File: src/rtl/accel_dmem_responder.sv
// Responder for the accelerator memory-request interface: serializes read and
// write bursts onto a word-addressed synchronous DMem port. Reads go through a 2-entry FIFO.
module accel_dmem_responder #(
   parameter int unsigned AWIDTH     = 32,
   parameter int unsigned DWIDTH     = 32,
   parameter int unsigned MEM_AWIDTH = 14
) (
   input  logic                  clk,
   input  logic                  rst,
   input  logic [AWIDTH-1:0]     req_read_addr,
   input  logic                  req_read_addr_valid,
   output logic                  req_read_addr_ready,
   input  logic [31:0]           req_read_len,
   output logic [DWIDTH-1:0]     req_read_data,
   output logic                  req_read_data_valid,
   input  logic                  req_read_data_ready,
   input  logic [AWIDTH-1:0]     req_write_addr,
   input  logic                  req_write_addr_valid,
   output logic                  req_write_addr_ready,
   input  logic [31:0]           req_write_len,
   input  logic [DWIDTH-1:0]     req_write_data,
   input  logic                  req_write_data_valid,
   output logic                  req_write_data_ready,
   output logic                  resp_write_status,
   output logic                  resp_write_status_valid,
   input  logic                  resp_write_status_ready,
   output logic [MEM_AWIDTH-1:0] mem_addr,
   output logic                  mem_en,
   output logic [DWIDTH/8-1:0]   mem_we,
   output logic [DWIDTH-1:0]     mem_din,
   input  logic [DWIDTH-1:0]     mem_dout
);
   localparam int unsigned LEN_W = 32;
   localparam logic [AWIDTH-1:0] MEM_WORDS = AWIDTH'(1) << MEM_AWIDTH;

   typedef enum logic [1:0] {IDLE = 2'd0, RD = 2'd1, WR = 2'd2, WRESP = 2'd3} state_t;

   state_t              state_q, state_d;
   logic                rr_write_q;
   logic [AWIDTH-1:0]   base_q;
   logic [LEN_W-1:0]    rem_q;
   logic [LEN_W-1:0]    beat_q;
   logic                err_q;
   logic                inflight_q;
   logic                inflight_oor_q;
   logic [DWIDTH-1:0]   fifo_q [2];
   logic                wr_ptr_q;
   logic                rd_ptr_q;
   logic [1:0]          count_q;
   logic                status_q;
   logic                status_valid_q;

   logic                grant_rd;
   logic                grant_wr;
   logic [AWIDTH-1:0]   beat_addr;
   logic                beat_oor;
   logic                rd_deq;
   logic [2:0]          rd_outstanding;
   logic                rd_issue;
   logic                wr_fire;
   logic                rd_done;
   logic [LEN_W-1:0]    grant_len;

   // Arbitration: round-robin only matters when both channels request together
   assign grant_wr = !rst && (state_q == IDLE) && req_write_addr_valid
                     && (!req_read_addr_valid || rr_write_q);
   assign grant_rd = !rst && (state_q == IDLE) && req_read_addr_valid
                     && (!req_write_addr_valid || !rr_write_q);
   assign grant_len = grant_wr ? req_write_len : req_read_len;

   assign beat_addr = base_q + AWIDTH'(beat_q);
   assign beat_oor  = (beat_addr >= MEM_WORDS);

   // A dequeue this cycle frees a slot, which keeps reads at one beat per cycle
   assign rd_deq         = (count_q != 2'd0) && req_read_data_ready;
   assign rd_outstanding = 3'(count_q) + 3'(inflight_q) - 3'(rd_deq);
   assign rd_issue       = (state_q == RD) && (rem_q != '0) && (rd_outstanding < 3'd2);
   assign wr_fire        = (state_q == WR) && (rem_q != '0) && req_write_data_valid;
   assign rd_done        = (rem_q == '0) && !inflight_q
                           && ((count_q == 2'd0) || ((count_q == 2'd1) && rd_deq));

   always_ff @(posedge clk or posedge rst) begin
      if (rst) state_q <= IDLE;
      else     state_q <= state_d;
   end

   always_comb begin
      state_d = state_q;
      case (state_q)
         IDLE:    if (grant_wr) state_d = WR;
                  else if (grant_rd) state_d = RD;
         RD:      if (rd_done) state_d = IDLE;
         WR:      if (wr_fire && (rem_q == LEN_W'(1))) state_d = WRESP;
         WRESP:   if (status_valid_q && resp_write_status_ready) state_d = IDLE;
         default: state_d = IDLE;
      endcase
   end

   always_comb begin
      req_read_addr_ready     = grant_rd;
      req_write_addr_ready    = grant_wr;
      req_write_data_ready    = (state_q == WR) && (rem_q != '0);
      req_read_data_valid     = (count_q != 2'd0);
      req_read_data           = fifo_q[rd_ptr_q];
      resp_write_status       = status_q;
      resp_write_status_valid = status_valid_q;
      mem_addr                = beat_addr[MEM_AWIDTH-1:0];
      mem_din                 = req_write_data;
      mem_en                  = (rd_issue || wr_fire) && !beat_oor;
      mem_we                  = '0;
      if (wr_fire && !beat_oor) mem_we = '1;
   end

   // Request bookkeeping, read FIFO and write status
   always_ff @(posedge clk or posedge rst) begin
      if (rst) begin
         rr_write_q     <= 1'b1;
         base_q         <= '0;
         rem_q          <= '0;
         beat_q         <= '0;
         err_q          <= 1'b0;
         inflight_q     <= 1'b0;
         inflight_oor_q <= 1'b0;
         fifo_q[0]      <= '0;
         fifo_q[1]      <= '0;
         wr_ptr_q       <= 1'b0;
         rd_ptr_q       <= 1'b0;
         count_q        <= 2'd0;
         status_q       <= 1'b0;
         status_valid_q <= 1'b0;
      end else begin
         if (grant_wr || grant_rd) begin
            base_q     <= grant_wr ? req_write_addr : req_read_addr;
            rem_q      <= (grant_len == '0) ? LEN_W'(1) : grant_len;
            beat_q     <= '0;
            err_q      <= 1'b0;
            rr_write_q <= grant_rd;
         end else if (rd_issue || wr_fire) begin
            rem_q  <= rem_q - LEN_W'(1);
            beat_q <= beat_q + LEN_W'(1);
            if (wr_fire && beat_oor) err_q <= 1'b1;
         end
         inflight_q     <= rd_issue;
         inflight_oor_q <= beat_oor;
         if (inflight_q) begin
            fifo_q[wr_ptr_q] <= inflight_oor_q ? '0 : mem_dout;
            wr_ptr_q         <= ~wr_ptr_q;
         end
         if (rd_deq) rd_ptr_q <= ~rd_ptr_q;
         count_q <= count_q + 2'(inflight_q) - 2'(rd_deq);
         if (wr_fire && (rem_q == LEN_W'(1))) status_q <= ~(err_q | beat_oor);
         status_valid_q <= (state_d == WRESP);
      end
   end

endmodule

File: config.mk
export PLATFORM = sky130hd
export DESIGN_NAME = accel_dmem_responder
export DESIGN_NICKNAME = d
export VERILOG_FILES = /design/src/rtl/accel_dmem_responder.sv
export SDC_FILE = /design/constraint.sdc
export NUM_CORES = 1
export LEC_CHECK = 0
export ABC_AREA = 1
export CAP_MARGIN = 20
export CORE_ASPECT_RATIO = 0.75
export CORE_MARGIN = 2
export CORE_UTILIZATION = 55
export DETAILED_ROUTE_END_ITERATION = 8
export GPL_ROUTABILITY_DRIVEN = 0
export PLACE_DENSITY = 0.9
export SETUP_SLACK_MARGIN = 0.2
export SLEW_MARGIN = 20
export SYNTH_ARGS = -nofsm -noshare
export SYNTH_HDL_FRONTEND = slang
export SYNTH_SLANG_ARGS = --single-unit
File: constraint.sdc
create_clock -name clk -period 18.45 [get_ports clk]
set_input_delay 4.6125 -clock clk [delete_from_list [all_inputs] [get_ports clk]]
set_output_delay 4.6125 -clock clk [all_outputs]
set_load 0.02 [all_outputs]
## Word level (Yosys, flattened, before mapping)

Cells that the tools add are included.

- Divide/modulo/power cells: 0
- Reduce and logical (&&, ||, !) cells: 39
- Shift-type cells: 0
- Add/sub/neg operators: 7
- $mul: 0
- Equality and inequality tests: 6
- Bitwise logic cells: 6
- Magnitude comparators: 5
- Mux-type cells: 24

Operators by type and width:

| operator | number |
|---|---|
| 32-bit two-way mux | 12 |
| 64-bit bitwise mux | 1 |
| 32-bit zero test | 2 |
| 32-bit by 1-bit adder with 32-bit output (second input constant) | 1 |
| 32-bit adder | 1 |
| 32-bit demux with 1-bit select | 1 |
| 32-bit by 1-bit == test with 1-bit output (second input constant) | 1 |
| 32-bit by 15-bit >= comparator with 1-bit output (second input constant) | 1 |
| 32-bit nonzero test | 1 |
| 32-bit by 1-bit subtractor with 32-bit output (second input constant) | 1 |
| 1-bit logical AND | 19 |
| 2-bit two-way mux | 5 |
| 2-bit case mux with 4 select lines | 1 |
| 2-bit == test (second input constant) | 3 |
| 1-bit zero test | 6 |
| 2-bit nonzero test | 3 |
| 1-bit logical OR | 5 |
| 2-bit by 1-bit == test with 1-bit output (second input constant) | 2 |
| 2-bit >= comparator (second input constant) | 2 |
| 2-bit zero test | 2 |
| 4-bit two-way mux | 1 |
| 1-bit NOT with 2-bit output | 2 |
| 2-bit by 1-bit adder with 3-bit output | 1 |
| 3-bit by 2-bit < comparator with 1-bit output (second input constant) | 1 |
| other kinds (8) | 12 |

- Register bits after elaboration: 172
- Memories kept: 0
- Memory bits (writable): 0
- Latch bits: 0
- Input port bits: 199
- Memory bits (read-only): 0
- Word-level logic and storage cells: 102
- Output and inout port bits: 89

## Depth between registers and ports, before layout

Gate-level depths: netlist of the first run.

- Depth in word-level cells: 8
- Mapped depth: 20

## Least setup slack after synthesis of the first run

No wires, ideal clock.

- Path kind: input port to output port
- Start point: input req_read_data_ready
- End point: output mem_en
- Setup slack: 7.331 ns
- Arrival time: 6.506 ns
- Cell stages on the path: 13
- Cell sequence: nand2_1 > inv_1 > ha_1 > inv_1 > ha_1 > inv_1 > fa_1 > xnor2_1 > nand4_2 > nand2_4 > inv_2 > buf_2 > nor2_1

- Cells in the longest elaborated chain, start to end: 6

Ends and longest elaborated chain:

| what | RTL line | text |
|---|---|---|
| start: declaration | 16 | `input logic req_read_data_ready,` |
| 1-bit logical AND | 75 | `assign rd_deq = (count_q != 2'd0) && req_read_data_ready;` |
| net rd_deq | 57 | `logic rd_deq;` |
| 3-bit by 1-bit subtractor with 3-bit output | 76 | `assign rd_outstanding = 3'(count_q) + 3'(inflight_q) - 3'(rd_deq);` |
| 3-bit by 2-bit < comparator with 1-bit output | 77 | `assign rd_issue = (state_q == RD) && (rem_q != '0) && (rd_outstanding < 3'd2);` |
| 1-bit logical AND | 77 |  |
| 1-bit logical OR | 109 | `mem_en = (rd_issue \|\| wr_fire) && !beat_oor;` |
| 1-bit logical AND | 109 |  |
| end: declaration | 28 | `output logic mem_en,` |

The timed path passes the listed nets, and every way through them passes these cells.

## Worst setup path in the final report of the first run

Same ends and word-level chain as after synthesis.

==> flow_metrics.env, run 1 <==
export IMPL_synth_edf_count=0
export IMPL_diodes=0
export IMPL_fin_worst_skew_ps=11.8
export IMPL_finalHoldViolations=0
export IMPL_area_growth_pct=22.1
export IMPL_arrival_ps=7750
export IMPL_syn_avg_cell_area_sq_um=6.56
export IMPL_crit_slowest_cell="clkdlybuf4s50_1"
export IMPL_clk_pin_slew_worst_paths_ps=70
export IMPL_dieArea_sq_mm=0.0241
export IMPL_maxCapViolations=0
export IMPL_ios=288
export IMPL_grt_pass1_wl_um=58500
export IMPL_synthArstFlopShare_pct=100
export IMPL_drt_pass1_iterations=8
export IMPL_synth_main_ff_cell="dfrtp_1"
export IMPL_syn_nets=2157
export IMPL_place_hpwl_um=26900
export IMPL_fin_setup_tns_ps=0
export IMPL_grt_max_degree=88
export IMPL_power_total_mw=2.18
export IMPL_coreArea_sq_mm=0.0223
export IMPL_nets=2313
export IMPL_syn_area_sq_mm=0.0126
export IMPL_critPathRequiredTime_ps=13840
export IMPL_initialDrtViolationCount=1460
export IMPL_die_y_um=135
export IMPL_ctsResizeCount=0
export IMPL_vias=13100
export IMPL_fill_cells=1808
export IMPL_worst_slack_ps=6090
export IMPL_cts_htree_levels=4
export IMPL_drive_gt1_share_pct=4.31
export IMPL_fin_crit_ps=12360
export IMPL_max_slew_margin_pct=25.4
export IMPL_start_util_pct=56.5
export IMPL_max_clock_path_buffers=2
export IMPL_power_leakage_nw=7.62
export IMPL_crit_type="input pin to primary output"
export IMPL_cp_cell_sequence="clkdlybuf4s50_1, nand2_1, inv_1, ha_1, inv_1, ha_1, inv_1, fa_1, xnor2_1, nand4_2, nand2_4, inv_2, nor2_1, clkdlybuf4s50_1"
export IMPL_fin_crit_sh_pct=67.0
export IMPL_root_buffer="clkbuf_16"
export IMPL_grtUsageTotal_pct=30.4
export IMPL_postCtsHoldBufs=0
export IMPL_antenna_found_initial=0
export IMPL_cp_end_kind="primary output"
export IMPL_vdd_ir_drop_max_uv=125
export IMPL_yosysUniqueCellTypes=52
export IMPL_cts_tree="done"
export IMPL_overflow=0
export IMPL_postCtsSetupBuffers=0
export IMPL_routed_wl_um=36700
export IMPL_yosysWarnings=0
export IMPL_synth_top_area_share_pct=34.0
export IMPL_outcome="complete, no violations"
export IMPL_path_max_fanout=24
export IMPL_synth_area_leaders="dfrtp_1, nand2_1, inv_1"
export IMPL_synth_seq_cells=172
export IMPL_final_max_slew_viol_count=0
export IMPL_wire_per_inst_um=15.4
export IMPL_rsz0062_at_grt="false"
export IMPL_routed_via_density=5.49
export IMPL_cts_inserted_buffers=17
export IMPL_ant_nets=0
export IMPL_crit_buf_inv=6
export IMPL_max_freq_ghz=0.0809
export IMPL_worst_slew_pin_slew_ps=1120
export IMPL_worst_setup_path_start_kind="input pin"
export IMPL_critical_path_top_delay_family="buffers and inverters"
export IMPL_power_density_mw_per_mm2=142
export IMPL_drc_errors=0
export IMPL_io_buffers=223
export IMPL_setup_violations=0
export IMPL_path_common_cell="inv_1"
export IMPL_grt_pass1_vias=12200
export IMPL_cts_sinks=172
export IMPL_worst_path_largest_cell_delay_ps=620
export IMPL_postSynthCellCount=1919
export IMPL_preCtsSetupSlack_ps=6130
export IMPL_die_x_um=179
export IMPL_seq_area_frac_synth_pct=34.2
export IMPL_synth_top_area_cell="dfrtp_1"
export IMPL_hold_class="flip-flop to flip-flop"
export IMPL_core_rowCount=47
export IMPL_clk_latency_ps=450
placed cells by master (no fill, tap or decap), drive strengths merged, types with 2 or more instances in the layout:
cell type / n
o211ai: 2
o22ai: 3
o31ai: 13
a21oi: 78
o21bai: 2
nand3: 61
dfrtp: 171
or2: 13
buf: 10
clkbuf: 17
clkdlybuf4s50: 223
nor3: 32
fa: 2
xor2: 23
nand2: 632
ha: 37
and2: 5
nor2: 209
xnor2: 9
and3: 4
nand4: 34
clkinv: 8
mux2i: 18
nor4: 9
o21ai: 170
a31oi: 10
a21o: 2
inv: 281
worst paths after layout:
path | from | endpoint | cells past startpoint | slack, ps
worst max-delay path | req_read_data_ready | mem_en | 14 | 6090
worst min-delay path | fifo_q[8] | fifo_q[8] | 2 | 480
worst max register to register | count_q[1] | rem_q[17] | 15 | 15070
worst min register to register | fifo_q[8] | fifo_q[8] | 2 | 480
max in group asynchronous | rst | base_q[28] | 3 | 12460
min in group asynchronous | rst | rem_q[28] | 2 | 4750
sequential cells by signal, summed over array words and instances (netlist names):
signal / flops
resp_write_status: 1
err_q: 1
rem_q: 32
wr_ptr_q: 1
fifo_q: 64
resp_write_status_valid: 1
base_q: 32
rr_write_q: 1
beat_q: 32
rd_ptr_q: 1
inflight_q: 1
state_q: 2
count_q: 2
inflight_oor_q: 1
layout make-up:
cell class,count,area [sq um],share of cell area (%)
clock buffers,17,425,2.77
clock inverters,15,213,1.38
inverters,275,1040,6.77
multi-input cells,1376,6680,43.4
flip-flops and latches,172,4310,28.0
well taps,294,368,2.39
repair buffers,233,2340,15.2
logic make-up (layout without fill, tap and decap cells):
group                    Yosys count  after routing  synth area share, %
AO/OA/AOI/OAI                    286            286                 12.0
XOR/XNOR                          32             32                 2.23
AND/OR/NAND/NOR                 1001           1001                 33.3
multiplexers                      18             18                 1.43
buffers and inverters            371            540                 12.9
flip-flops                       172            172                 34.2
adder cells (fa/ha/maj)           39             39                 4.00
synth_stat cells, types with 3 or more instances:
cell	n
nor3_2	5
nand2_1	629
o21ai_0	142
dfrtp_1	171
ha_1	37
o22ai_1	3
nand4_1	32
buf_6	10
o21ai_1	28
inv_2	6
xnor2_1	9
clkbuf_1	36
nor3_1	26
and2_1	5
xor2_1	23
and3_1	4
o31ai_1	13
inv_1	268
nor4_1	7
a31oi_1	10
or2_2	9
nand3_1	59
mux2i_1	18
a21oi_1	78
buf_2	10
nor2_2	10
nor2_1	197
buf_1	4
buf_4	36
stage by stage:
step                      util, %  cell area, sq um  hold slack (ps)  std cells
final                        68.9             15400              484       2382
after global routing         68.9             15400              502       2382
after CTS                    68.9             15400              485       2382
after detailed placement     66.1             14700              464       2350
after global placement       65.9             14700              461       2348
after floorplan                 -             12600              449       1919
layer usage:
metal / GRT usage [%] / wire [um] / vias to the layer above
met4: 8.54 / 679 / 0
met1: 42.7 / 15900 / 5949
met3: 6.67 / 4020 / 64
met5: 0 / 0 / -
li1: - / - / 6332
met2: 47.5 / 16100 / 724
worst reg2reg max path: cells and delay by family (launching register included):
family | cells | cell delay [ps]
buffers and inverters | 5 | 610
adders and majority gates | 3 | 760
DFF | 1 | 440
and+or+nand+nor | 5 | 1020
xor gates and xnor gates | 1 | 140
AOI/OAI and AO/OA | 1 | 300
power by group:
group / internal, mW / switching [mW]
Combinational: 0.447 / 0.717
Sequential: 0.522 / 0.112
Clock: 0.199 / 0.182
Total: 1.17 / 1.01
(Power assumes the default switching activity.)
==> inputs of run 2 (changes only) <==
--- a/config.mk
+++ b/config.mk
@@ -9,10 +9,10 @@
 export CAP_MARGIN = 20
 export CORE_ASPECT_RATIO = 0.75
 export CORE_MARGIN = 2
-export CORE_UTILIZATION = 55
+export CORE_UTILIZATION = 52
 export DETAILED_ROUTE_END_ITERATION = 8
 export GPL_ROUTABILITY_DRIVEN = 0
-export PLACE_DENSITY = 0.9
+export PLACE_DENSITY = 0.85
 export SETUP_SLACK_MARGIN = 0.2
 export SLEW_MARGIN = 20
 export SYNTH_ARGS = -nofsm -noshare
==> constraint.sdc (replaced) <==
create_clock -name clk -period 11.88 [get_ports clk]
set_input_delay 2.97 -clock clk [delete_from_list [all_inputs] [get_ports clk]]
set_output_delay 2.97 -clock clk [all_outputs]
set_load 0.02 [all_outputs]
==> flow_metrics.env, run 2 (synthesis results as in run 1) <==
export IMPL_outcome="complete, no violations"
export IMPL_largest_reg_flops=64
export IMPL_start_util_pct=52.8
export IMPL_fin_crit_ps=9060
export IMPL_clk_latency_ps=450
export IMPL_finalHoldViolations=0
export IMPL_reg2reg_slack_ps=7770
export IMPL_diodes=0
export IMPL_fin_crit_sh_pct=76.3
export IMPL_cts_tree="done"
export IMPL_rr_endpoint="rem_q[2]"
export IMPL_drt_pass1_iterations=6
export IMPL_ant_nets=0
export IMPL_postCtsHoldBufs=0
export IMPL_rsz0062_at_grt="false"
export IMPL_setup_violations=0
export IMPL_dieArea_sq_mm=0.0255
export IMPL_layout_commonest_cell="nand2_1"
export IMPL_grt_max_degree=97
export IMPL_fill_cells=2057
export IMPL_antenna_found_initial=0
export IMPL_core_rowCount=49
export IMPL_routed_wl_um=35700
export IMPL_cts_sinks=172
export IMPL_area_growth_pct=22.5
export IMPL_ios=288
export IMPL_final_cell_mix="nand2_1, inv_1, clkdlybuf4s50_1, nor2_1, dfrtp_1"
export IMPL_cp_end_kind="primary output"
export IMPL_initialDrtViolationCount=1286
export IMPL_grt_pass1_wl_um=58700
export IMPL_maxCapViolations=0
export IMPL_wire_per_inst_um=14.9
export IMPL_cts_inserted_buffers=17
export IMPL_io_buffers=223
export IMPL_multi_input_area_sq_mm=0.00668
export IMPL_path_max_fanout=24
export IMPL_routed_via_density=5.38
export IMPL_regMostFlops="fifo_q"
export IMPL_place_hpwl_um=26400
export IMPL_overflow=0
export IMPL_drive_gt1_share_pct=4.36
export IMPL_postCtsSetupBuffers=0
export IMPL_rr_worst_depth=12
export IMPL_vdd_ir_drop_max_uv=175
export IMPL_seq_area_sq_mm=0.00431
export IMPL_grtUsageTotal_pct=28.3
export IMPL_power_total_mw=3.38
export IMPL_crit_end="mem_en"
export IMPL_drc_errors=0
export IMPL_arrival_ps=6090
export IMPL_vias=12900
export IMPL_fin_setup_tns_ps=0
export IMPL_grt_pass1_vias=12100
export IMPL_critPathRequiredTime_ps=8910
export IMPL_power_leakage_nw=7.63
export IMPL_worst_slew_pin_slew_ps=965
export IMPL_coreArea_sq_mm=0.0238
export IMPL_max_clock_path_buffers=2
export IMPL_crit_type="input pin to primary output"
export IMPL_power_density_mw_per_mm2=219
export IMPL_die_x_um=184
export IMPL_max_slew_margin_pct=35.6
export IMPL_cts_htree_levels=4
export IMPL_crit_path_start="req_read_data_ready"
export IMPL_max_freq_ghz=0.110
export IMPL_nets=2314
export IMPL_clk_pin_slew_worst_paths_ps=70
export IMPL_ctsResizeCount=0
export IMPL_final_max_slew_viol_count=0
export IMPL_hold_class="flip-flop to flip-flop"
export IMPL_timing_rr_start="state_q[1]"
export IMPL_die_y_um=139
export IMPL_worst_setup_path_start_kind="input pin"
export IMPL_root_buffer="clkbuf_16"
export IMPL_fin_worst_skew_ps=15.6
-- run 2: cell count changes in the layout (fill, tap and decap cells not counted), sizes merged --
cell | previous run | this run
bufinv | 1 | 0
buf | 10 | 11
inv | 281 | 282
-- run 2: area by class of cell --
class / instances / share of cell area (%)
multi-input cells: 1376 / 43.3
flip-flops and latches: 172 / 27.9
repair buffers: 234 / 15.4
inverters: 275 / 6.75
clock buffers: 17 / 2.76
well taps: 306 / 2.48
clock inverters: 15 / 1.36
-- run 2: how the worst min path moves through the flow --
stage,from,to,slack (ps),cells past startpoint
final,fifo_q[11],fifo_q[11],480,2
after global routing,fifo_q[11],fifo_q[11],520,2
after CTS,fifo_q[11],fifo_q[11],490,2
after detailed placement,fifo_q[16],fifo_q[16],470,2
after global placement,fifo_q[17],fifo_q[17],460,2
after floorplan,fifo_q[30],fifo_q[30],450,2
-- run 2: per-layer routing --
layer	wire [um]	vias up	track usage, %
li1	-	6334	-
met1	15600	5891	39.8
met2	15700	617	43.9
met3	3840	52	6.78
met4	537	0	7.66
met5	0	-	0
-- run 2: through the flow --
step	hold WS [ps]	setup WS [ps]	util, %	instance area [sq um]	cells
final	485	2820	64.6	15400	2395
after global placement	461	2890	61.6	14700	2360
after CTS	488	2810	64.5	15400	2394
after floorplan	449	4050	-	12600	1919
after global routing	515	2560	64.6	15400	2395
after detailed placement	465	2830	61.9	14800	2362
-- run 2: worst max-delay path: stages --
cell	delay, ps
clkdlybuf4s50_1	440
nand2_1	120
inv_1	50
ha_1	260
inv_1	60
ha_1	130
inv_1	50
fa_1	370
xnor2_1	180
nand4_2	150
nand2_4	280
inv_2	250
nor2_1	150
clkdlybuf4s50_1	620
-- run 2: power breakdown --
part / internal [mW] / leakage (nW) / switching, mW
Sequential: 0.811 / 2.15 / 0.166
Clock: 0.292 / 0.304 / 0.292
Combinational: 0.698 / 5.18 / 1.12
Total: 1.80 / 7.63 / 1.58
